File: src/rtl/ripple_cnt_pkg.sv
// ripple_cnt_pkg: shared state encoding, defaults and modular predecessor for the ripple count monitor.
// Rev 1.0
`default_nettype none

package ripple_cnt_pkg;

  typedef enum logic [1:0] {
    IDLE  = 2'd0,
    ACQ   = 2'd1,
    TRACK = 2'd2
  } state_t;

  localparam int DEF_WIDTH         = 4;
  localparam int DEF_STABLE_CYCLES = 2;
  localparam int DEF_WRAP_CNT_W    = 8;

  // (p - 1) mod 2^width, computed in 32 bits; callers truncate to their own width.
  function automatic logic [31:0] mod_pred(input logic [31:0] p, input int width);
    logic [31:0] mask;
    mask = (width >= 32) ? 32'hFFFF_FFFF : ((32'd1 << width) - 32'd1);
    return (p - 32'd1) & mask;
  endfunction

endpackage

`default_nettype wire

File: src/rtl/ripple_count_monitor_sync_stable_filter.sv
// sync_stable_filter: two-flop synchronizer, stability run counter and new-value detector.
// Rev 1.0
`default_nettype none

module sync_stable_filter
  import ripple_cnt_pkg::*;
#(
  parameter int WIDTH         = DEF_WIDTH,
  parameter int STABLE_CYCLES = DEF_STABLE_CYCLES
) (
  input  logic             clk,
  input  logic             rst,
  input  logic [WIDTH-1:0] cnt_in,
  output logic             accept_pulse,
  output logic [WIDTH-1:0] accepted_value
);

  localparam int RUN_W = $clog2(STABLE_CYCLES + 1);
  localparam logic [RUN_W-1:0] RUN_TARGET = RUN_W'(STABLE_CYCLES);
  localparam logic [RUN_W-1:0] RUN_ONE    = RUN_W'(1);

  logic [WIDTH-1:0] sync1_q, sync1_d;
  logic [WIDTH-1:0] sync2_q, sync2_d;
  logic             vld1_q, vld1_d;
  logic             vld2_q, vld2_d;
  logic [RUN_W-1:0] run_q, run_d;
  logic             have_q, have_d;
  logic [WIDTH-1:0] last_q, last_d;
  logic             accept_q, accept_d;
  logic             restart;
  logic             reach;

  // The vld bits mark when each sync stage holds a real sample rather than its reset value,
  // so a bus sitting at 0 through reset still needs the full settling time to be accepted.
  always_comb begin
    sync1_d = cnt_in;
    sync2_d = sync1_q;
    vld1_d  = 1'b1;
    vld2_d  = vld1_q;
    restart = !vld2_q || (sync1_q != sync2_q);
    if (!vld1_q) begin
      run_d = '0;
    end else if (restart) begin
      run_d = RUN_ONE;
    end else if (run_q != RUN_TARGET) begin
      run_d = run_q + RUN_ONE;
    end else begin
      run_d = run_q;
    end
    reach    = vld1_q && (run_d == RUN_TARGET) && (restart || (run_q != RUN_TARGET));
    accept_d = reach && (!have_q || (sync1_q != last_q));
    last_d   = accept_d ? sync1_q : last_q;
    have_d   = have_q | accept_d;
  end

  always_ff @(posedge clk or posedge rst) begin
    if (rst) begin
      sync1_q  <= '0;
      sync2_q  <= '0;
      vld1_q   <= 1'b0;
      vld2_q   <= 1'b0;
      run_q    <= '0;
      have_q   <= 1'b0;
      last_q   <= '0;
      accept_q <= 1'b0;
    end else begin
      sync1_q  <= sync1_d;
      sync2_q  <= sync2_d;
      vld1_q   <= vld1_d;
      vld2_q   <= vld2_d;
      run_q    <= run_d;
      have_q   <= have_d;
      last_q   <= last_d;
      accept_q <= accept_d;
    end
  end

  assign accept_pulse   = accept_q;
  assign accepted_value = last_q;

endmodule

`default_nettype wire

File: src/rtl/ripple_count_monitor.sv
// ripple_count_monitor: tracks a filtered ripple down-count, flagging zero, wrap and skipped steps.
// Rev 1.0
`default_nettype none

module ripple_count_monitor
  import ripple_cnt_pkg::*;
#(
  parameter int WIDTH         = DEF_WIDTH,
  parameter int STABLE_CYCLES = DEF_STABLE_CYCLES,
  parameter int WRAP_CNT_W    = DEF_WRAP_CNT_W
) (
  input  logic                  clk,
  input  logic                  rst,
  input  logic                  en,
  input  logic                  clr_err,
  input  logic [WIDTH-1:0]      cnt_in,
  output logic                  cnt_valid,
  output logic [WIDTH-1:0]      cnt_value,
  output logic                  locked,
  output logic                  zero_pulse,
  output logic                  wrap_pulse,
  output logic [WRAP_CNT_W-1:0] wrap_count,
  output logic                  skip_err
);

  localparam logic [WRAP_CNT_W-1:0] WRAP_ONE = WRAP_CNT_W'(1);

  logic             accept_pulse;
  logic [WIDTH-1:0] accepted_value;
  logic [WIDTH-1:0] expected;

  state_t                state_q, state_d;
  logic                  cnt_valid_q, cnt_valid_d;
  logic [WIDTH-1:0]      cnt_value_q, cnt_value_d;
  logic                  locked_q, locked_d;
  logic                  zero_pulse_q, zero_pulse_d;
  logic                  wrap_pulse_q, wrap_pulse_d;
  logic [WRAP_CNT_W-1:0] wrap_count_q, wrap_count_d;
  logic                  skip_err_q, skip_err_d;

  sync_stable_filter #(
    .WIDTH         (WIDTH),
    .STABLE_CYCLES (STABLE_CYCLES)
  ) u_filter (
    .clk            (clk),
    .rst            (rst),
    .cnt_in         (cnt_in),
    .accept_pulse   (accept_pulse),
    .accepted_value (accepted_value)
  );

  assign expected = WIDTH'(mod_pred(32'(cnt_value_q), WIDTH));

  always_comb begin
    state_d      = state_q;
    cnt_valid_d  = 1'b0;
    zero_pulse_d = 1'b0;
    wrap_pulse_d = 1'b0;
    cnt_value_d  = cnt_value_q;
    wrap_count_d = wrap_count_q;
    // Clear is applied first so a skip detected in the same cycle overrides it.
    skip_err_d   = skip_err_q && !clr_err;
    case (state_q)
      IDLE: begin
        if (en) state_d = ACQ;
      end
      ACQ: begin
        if (!en) begin
          state_d = IDLE;
        end else if (accept_pulse) begin
          cnt_value_d = accepted_value;
          cnt_valid_d = 1'b1;
          state_d     = TRACK;
        end
      end
      TRACK: begin
        if (!en) begin
          state_d = IDLE;
        end else if (accept_pulse) begin
          cnt_value_d = accepted_value;
          cnt_valid_d = 1'b1;
          if (accepted_value == expected) begin
            zero_pulse_d = (accepted_value == '0);
            if (cnt_value_q == '0) begin
              wrap_pulse_d = 1'b1;
              if (wrap_count_q != '1) wrap_count_d = wrap_count_q + WRAP_ONE;
            end
          end else begin
            skip_err_d = 1'b1;
          end
        end
      end
      default: state_d = IDLE;
    endcase
    locked_d = (state_d == TRACK);
  end

  always_ff @(posedge clk or posedge rst) begin
    if (rst) begin
      state_q      <= IDLE;
      cnt_valid_q  <= 1'b0;
      cnt_value_q  <= '0;
      locked_q     <= 1'b0;
      zero_pulse_q <= 1'b0;
      wrap_pulse_q <= 1'b0;
      wrap_count_q <= '0;
      skip_err_q   <= 1'b0;
    end else begin
      state_q      <= state_d;
      cnt_valid_q  <= cnt_valid_d;
      cnt_value_q  <= cnt_value_d;
      locked_q     <= locked_d;
      zero_pulse_q <= zero_pulse_d;
      wrap_pulse_q <= wrap_pulse_d;
      wrap_count_q <= wrap_count_d;
      skip_err_q   <= skip_err_d;
    end
  end

  assign cnt_valid  = cnt_valid_q;
  assign cnt_value  = cnt_value_q;
  assign locked     = locked_q;
  assign zero_pulse = zero_pulse_q;
  assign wrap_pulse = wrap_pulse_q;
  assign wrap_count = wrap_count_q;
  assign skip_err   = skip_err_q;

endmodule

`default_nettype wire
File: config.mk
export PLATFORM = sky130hd
export DESIGN_NAME = ripple_count_monitor
export DESIGN_NICKNAME = d
export VERILOG_FILES = /design/src/rtl/ripple_cnt_pkg.sv /design/src/rtl/ripple_count_monitor_sync_stable_filter.sv /design/src/rtl/ripple_count_monitor.sv
export SDC_FILE = /design/constraint.sdc
export NUM_CORES = 1
export LEC_CHECK = 0
export ABC_CLOCK_PERIOD_IN_PS = 1900
export BUFFER_PORTS_ARGS = -buffer_cell sky130_fd_sc_hd__clkbuf_2
export CORE_UTILIZATION = 46
export CTS_BUF_LIST = sky130_fd_sc_hd__clkbuf_4 sky130_fd_sc_hd__clkbuf_8 sky130_fd_sc_hd__clkbuf_16
export CTS_CLUSTER_SIZE = 8
export DETAILED_ROUTE_END_ITERATION = 12
export PLACE_DENSITY = 0.7
export SYNTH_ARGS = -nofsm -noshare
export SYNTH_HDL_FRONTEND = slang
export SYNTH_HIERARCHICAL = 1
export SYNTH_SLANG_ARGS = --single-unit
File: constraint.sdc
create_clock -name clk -period 1.9 [get_ports clk]
set_input_delay 0.19 -clock clk [delete_from_list [all_inputs] [get_ports clk]]
set_output_delay 0.19 -clock clk [all_outputs]
set_load 0.005 [all_outputs]
==> metrics.md, run 1 <==
| Metric | Value |
|---|---|
| Status | `complete, no violations` |
| Yosys warning count | `6` |
| GRT Overall Usage | `16.3%` |
| Worst Setup Start Kind | `register` |
| Most frequent cells in the layout | `37 x dfrtp_1, 24 x clkbuf_2, 21 x inv_1, 10 x xor2_1, 10 x buf_4` |
| Max Clock Skew | `0.00578 ns` |
| Root Driver | `clkbuf_8` |
| Relative slew margins | `52.3%` |
| DP HPWL | `2180 um` |
| Top post-synthesis cells by area | `dfrtp_1 55%, ha_1 6.6%, xor2_1 5.2%, inv_1 4.6%, xnor2_1 3.6%` |
| Synthesis-stage register bit count | `37` |
| Synthesized area per cell | `11.2 um^2` |
| Post-synthesis sequential area ratio | `54.5%` |
| Core area | `3440 um^2` |
| Antenna fix cells | `0` |
| Starting Density | `49.3%` |
| Layout area overhead | `23.6%` |
| Post-synth cell types | `33` |
| Minimum clock period | `1.90 ns` |
| CTS tree | `done` |
| Commonest non-fill, non-tap cell in the layout | `dfrtp_1` |
| Yosys top cell by area | `dfrtp_1` |
| WHS | `0.0123 ns` |
| Congestion Overflow GR | `0` |
| Net count after synthesis | `169` |
| PwrDens | `785 nW/um^2` |
| DRC violation count after routing | `0` |
| Drt initial violations | `50` |
| Fill count | `275` |
| Final Cycle Share | `99.9%` |
| Max-Cap Viols | `0` |
| Clock latency at the later pin of the worst-skew pair | `0.29 ns` |
| P_leak | `1.06 nW` |
| CP max stage delay | `0.40 ns` |
| Cells after Synth | `152` |
| DR pass1 iterations | `4` |
| Top delay family on crit path | `XOR/XNOR gates` |
| Post-DRT Antenna Nets | `0` |
| I/O pin count | `25` |
| Top cell by count, worst path | `xnor2_1` |
| CTS Sinks | `37` |
| Final hold viol count | `0` |
| Postcts setup bufs | `0` |
| Worst-Margin Slew | `0.715 ns` |
| Gp weighted congestion | `0.851` |
| Share of cells above drive strength 1 | `30.1%` |
| Hold Path Depth | `1` |
| First-pass GRT wire length | `4820 um` |
| Die area | `3940 um^2` |
| Footprint of the multi-input gates | `721 um^2` |
| IO Port Bufs | `24` |
| Final instance area | `2100 um^2` |
| Final net count | `213` |
| Synth Cell Area | `1700 um^2` |
| Reg area | `926 um^2` |
| H-tree depth | `2` |
| Crit path max fanout | `8` |
| Post-place instance area | `1950 um^2` |
| F_max | `527 MHz` |
| Vias | `1212` |
| Worst Path Required | `2.11 ns` |
| CP cell instances | `inv_1, ha_1, xnor2_1, xnor2_1, nand3_2, nor4_1, xor2_1` |
| Crit path DAT | `2.11 ns` |
| Slowest CP cell | `nor4_1` |
| Hold WC Path Type | `input port to register` |
| Rows | `21` |
| Vias per inst | `5.01` |
| Die height | `62.8 um` |
| Die W | `62.8 um` |
| Max Root-Sink Buffers | `2` |
| Unrepaired setup endpoints after global routing | `yes` |
| Critical path depth | `7` |
| Vias in the first global route | `1176` |
| Final WL | `2980 um` |
| Reg2reg path depth | `7` |
| Crit path kind | `register to register` |
| Top-area cell type share of the netlist area | `54.5%` |
| Crit. End Element | `register` |
| Num CTS Buffers | `5` |
| Pin count of the biggest net entering global routing | `20` |
| Final slew viol count | `0` |
| Final setup viols | `0` |
| Reg clk slew, reported paths | `0.07 ns` |
| CP bufs+invs | `1` |
| VDD IR max | `407 uV` |
| Initial antenna violation count | `0` |
| DR WL/cell | `12.3 um` |
[cell usage after synthesis]
| master | number |
|---|---|
| dfrtp_1 | 37 |
| inv_1 | 21 |
| xor2_1 | 10 |
| ha_1 | 9 |
| nor2_1 | 9 |
| nand2_1 | 8 |
| nand3_1 | 7 |
| xnor2_1 | 7 |
| mux2_2 | 5 |
| nor3_1 | 5 |
| nor4_1 | 3 |
| o21ai_0 | 3 |
| a21oi_1 | 2 |
| and2_1 | 2 |
| nand2b_1 | 2 |
| nand4_1 | 2 |
| o21a_1 | 2 |
| o22ai_1 | 2 |
| or2_2 | 2 |
| a2111oi_2 | 1 |
| a21boi_0 | 1 |
| a22oi_1 | 1 |
| a31oi_1 | 1 |
| and4_1 | 1 |
| conb_1 | 1 |
| mux2_4 | 1 |
| mux2i_1 | 1 |
| nor2b_2 | 1 |
| nor4b_2 | 1 |
| o2111ai_1 | 1 |
| o21ai_2 | 1 |
| o21bai_1 | 1 |
| or4_1 | 1 |
[final timing paths]
check                                startpoint             endpoint  slack (ns)
worst max-delay path               cnt_value[0]        wrap_count[7]       0.001
worst min-delay path                  cnt_in[1]  u_filter/sync1_q[1]        0.01
worst max register to register     cnt_value[0]        wrap_count[7]       0.001
worst min register to register  u_filter/vld1_q      u_filter/vld2_q        0.41
max in group asynchronous                   rst         cnt_value[3]        0.89
min in group asynchronous                   rst    u_filter/run_q[1]        0.52
[registers in the layout, summed over array words and instances, names as in the netlist, 2 cells and up]
register	count
wrap_count	8
cnt_value	4
u_filter/accepted_value	4
u_filter/sync1_q	4
u_filter/sync2_q	4
state_q	2
u_filter/run_q	2
[logic make-up after synthesis]
group	share of synthesized area [%]
adder cells (fa/ha/maj)	6.63
multiplexers	4.79
AND/OR/NAND/NOR	13.7
other	0.221
AO/OA/AOI/OAI	6.71
buffers and inverters	4.64
flip-flops	54.5
XOR/XNOR	8.77
[layout make-up]
cell class,instances,share of cell area [%]
Sequential cell,37,44.1
Multi-Input combinational cell,94,34.3
Inverter,21,3.76
Timing Repair Buffer,37,10.7
Tap cell,46,2.74
Clock buffer,7,4.29
[worst register-to-register path, cell delays in order, from the launching register on]
cell	delay (ns)
dfrtp_1	0.35
inv_1	0.06
ha_1	0.20
xnor2_1	0.23
xnor2_1	0.19
nand3_2	0.21
nor4_1	0.40
xor2_1	0.19
[through the flow]
stage	setup slack (ns)	total power [mW]	utilization [%]	cells	TNS [ns]
global route	-0.0991	1.71	61.0	242	-0.220
detailed placement	0.0000420	1.10	56.7	232	0
floorplan	0.0317	1.01	-	152	0
CTS	0.0205	1.66	60.3	242	0
global placement	0.0522	1.08	56.7	232	0
finish	0.00142	1.65	61.0	242	0
[per-layer routing]
metal  track usage (%)  part of all wire, %  up-vias
li1                  -                    -      592
met1              18.2                   42      580
met2              27.0                   52       33
met3              4.56                  4.0        7
met4              11.0                  2.3        0
met5                 0                    0        -
[report_power, final]
group	switching, mW	internal [mW]
clock network	0.249	0.302
logic	0.124	0.114
registers	0.0307	0.827
total	0.404	1.24
[repair_timing]
action	in CTS	in global routing
gates resized for setup	1	5
hold buffers	3	0
endpoints found under the hold margin	20	0
pin swaps	0	1
cloned	0	0
setup endpoints to repair	1	7
No activity file was read; power rests on OpenSTA's default activity.
==> run 2: changes to the inputs <==
--- a/config.mk
+++ b/config.mk
@@ -5,13 +5,13 @@
 export SDC_FILE = /design/constraint.sdc
 export NUM_CORES = 1
 export LEC_CHECK = 0
-export ABC_CLOCK_PERIOD_IN_PS = 1900
+export ABC_CLOCK_PERIOD_IN_PS = 1800
 export BUFFER_PORTS_ARGS = -buffer_cell sky130_fd_sc_hd__clkbuf_2
 export CORE_UTILIZATION = 46
 export CTS_BUF_LIST = sky130_fd_sc_hd__clkbuf_4 sky130_fd_sc_hd__clkbuf_8 sky130_fd_sc_hd__clkbuf_16
 export CTS_CLUSTER_SIZE = 8
 export DETAILED_ROUTE_END_ITERATION = 12
-export PLACE_DENSITY = 0.7
+export PLACE_DENSITY = 0.68
 export SYNTH_ARGS = -nofsm -noshare
 export SYNTH_HDL_FRONTEND = slang
 export SYNTH_HIERARCHICAL = 1
==> constraint.sdc (replaced) <==
create_clock -name clk -period 1.8 [get_ports clk]
set_input_delay 0.18 -clock clk [delete_from_list [all_inputs] [get_ports clk]]
set_output_delay 0.18 -clock clk [all_outputs]
set_load 0.005 [all_outputs]
==> run 2 against run 1 <==
First-iteration DRC count rose by 40%. Largest power group unchanged. The run now ends with setup timing left. Highest routed layer unchanged. Global-route usage grew 2.6 points. Wire length grew 18%. Die area unchanged. Final area rose by 10%.
==> metrics.md, run 2 (synthesis results as in run 1) <==
| Metric | Value |
|---|---|
| Status | `finished with violations` |
| Failing checks | `setup timing` |
| Antenna fix cells | `0 (unchanged)` |
| Post-DRT Antenna Nets | `0 (unchanged)` |
| Max Clock Skew | `0.00405 ns (-0.00173 ns)` |
| PwrDens | `775 nW/um^2 (-1.3%)` |
| Crit. End Element | `register` |
| Most frequent cells in the layout | `37 x dfrtp_1, 24 x clkbuf_2, 18 x inv_1, 15 x buf_4, 10 x xor2_1` |
| Initial antenna violation count | `0 (unchanged)` |
| Reg clk slew, reported paths | `0.07 ns (about the same)` |
| Clock latency at the later pin of the worst-skew pair | `0.28 ns (about the same)` |
| Final slew viol count | `0 (unchanged)` |
| Starting Density | `49.3% (unchanged)` |
| Die height | `62.8 um (unchanged)` |
| VDD IR max | `526 uV (+29%)` |
| Die area | `3940 um^2 (unchanged)` |
| I/O pin count | `25 (unchanged)` |
| First-pass GRT wire length | `5700 um (+18%)` |
| R2R setup slack | `-0.06 ns (-0.06 ns)` |
| Congestion Overflow GR | `0 (unchanged)` |
| Slowest CP cell | `dfrtp_1` |
| Drt initial violations | `70 (+40%)` |
| H-tree depth | `2 (unchanged)` |
| Num CTS Buffers | `5 (unchanged)` |
| CP max stage delay | `0.40 ns (about the same)` |
| M1 wire length | `1440 um (+15%)` |
| Gp weighted congestion | `0.873 (+2.6%)` |
| CP cell instances | `inv_2, ha_4, xnor2_2, nor2_2, nand3_4, buf_4, nor4_2, xnor2_1` |
| Max Root-Sink Buffers | `2 (unchanged)` |
| Commonest non-fill, non-tap cell in the layout | `dfrtp_1` |
| Crit path DAT | `2.06 ns (-0.05 ns)` |
| IO Port Bufs | `24 (unchanged)` |
| Final Cycle Share | `103% (+3.2 points)` |
| Vias | `1280 (+5.6%)` |
| PnR worst setup slack | `-0.0571 ns (-0.0585 ns)` |
| DR WL/cell | `14.1 um (+14%)` |
| Minimum clock period | `1.86 ns (-0.0415 ns)` |
| Share of cells above drive strength 1 | `38.4% (+8.3 points)` |
| Routed length on met2 | `1940 um (+26%)` |
| Met3 WL | `84 um (-29%)` |
| Largest register FFs | `8 (unchanged)` |
| Unrepaired setup endpoints after global routing | `yes` |
| Crit path max fanout | `8 (unchanged)` |
| Reg2reg path depth | `8 (+1)` |
| FF-to-FF Start | `cnt_value[0]` |
| F_max | `538 MHz (+2.2%)` |
| HP Start | `clr_err` |
| Vias in the first global route | `1327 (+13%)` |
| Reg2reg end | `wrap_count[6]` |
| Placed Cells | `234 (+0.86%)` |
| Worst Setup Start Kind | `register` |
| Final net count | `220 (+3.3%)` |
| Relative slew margins | `53.3% (+1.0 points)` |
| DRC violation count after routing | `0 (unchanged)` |
| Vias per inst | `5.14 (+2.6%)` |
| Core area | `3440 um^2 (unchanged)` |
| Final WL | `3510 um (+18%)` |
| Final setup viols | `2 (+2)` |
| Final hold viol count | `0 (unchanged)` |
| Fill count | `253 (-8.0%)` |
| Root Driver | `clkbuf_8` |
| Layout area overhead | `36.5%` |
| Hold Path Depth | `2 (+1)` |
| GRT Overall Usage | `19.0% (+2.6 points)` |
| Hold WC Path Type | `input port to register` |
| Final cell count without fillers | `249 (+2.9%)` |
| DP HPWL | `2370 um (+8.4%)` |
| P_leak | `1.17 nW (+11%)` |
| Hold EP | `skip_err` |
| Power Total | `1.80 mW (+9.0%)` |
| Worst Path Required | `2.00 ns (-0.11 ns)` |
| Worst-Margin Slew | `0.699 ns (-0.0157 ns)` |
| Crit path kind | `register to register` |
| Pin count of the biggest net entering global routing | `20 (unchanged)` |
| Max-Cap Viols | `0 (unchanged)` |
| DR pass1 iterations | `4 (unchanged)` |
| Die W | `62.8 um (unchanged)` |
| Highest metal used | `met4` |
| Rows | `21 (unchanged)` |
| CTS tree | `done` |
| CTS Sinks | `37 (unchanged)` |
run 2: per-stage QoR:
step                hold slack [ns]  instance area [um^2]  utilization, %  setup slack, ns  setup TNS (ns)
finish                       0.0785                  2320            67.3          -0.0571         -0.0824
global route                 0.0729                  2320            67.3           -0.105          -0.307
CTS                          0.0695                  2200            63.8         -0.00378        -0.00378
detailed placement            0.290                  1990            57.7          -0.0692          -0.128
global placement              0.286                  1990            57.7           0.0196               0
floorplan                     0.119                  1720               -           0.0101               0
run 2: worst max-delay path: cells and delay by family (launching register included):
kind	cells	cell delay, ns
DFF	1	0.40
buffers and inverters	2	0.31
adders and majority gates	1	0.22
xor gates and xnor gates	2	0.28
and+or+nand+nor	3	0.55
run 2: what timing repair did:
action,4_1_cts,5_1_grt
buffers inserted,1,2
pin swaps,7,10
setup endpoints to repair,4,9
hold buffers,5,0
gates resized for setup,12,15
endpoints found under the hold margin,22,0
run 2: area by class of cell:
class | instances | area, um^2 | area share [%]
Sequential cell | 37 | 926 | 40.0
Multi-Input combinational cell | 94 | 882 | 38.1
Timing Repair Buffer | 44 | 283 | 12.2
Clock buffer | 7 | 90.1 | 3.89
Inverter | 21 | 78.8 | 3.40
Tap cell | 46 | 57.6 | 2.48
run 2: worst max-delay path by stage:
stage	start	slack, ns	cells after the start	end
after floorplan	state_q[0]	0.01	7	wrap_count[1]
after global placement	state_q[0]	0.02	7	wrap_count[1]
after detailed placement	state_q[0]	-0.07	7	wrap_count[7]
after CTS	cnt_value[0]	-0.004	7	wrap_count[1]
after global routing	cnt_value[0]	-0.10	7	wrap_count[6]
final	cnt_value[0]	-0.06	8	wrap_count[6]
run 2: report_power, final:
group	switching [mW]	internal (mW)	total (mW)
logic	0.154	0.149	0.303
registers	0.0382	0.873	0.911
clock network	0.262	0.318	0.581
run 2: layer usage:
layer  up-vias  track usage, %
li1        604               -
met1       637            20.5
met2        31            34.4
met3         8            5.66
met4         0            7.56
met5         -               0
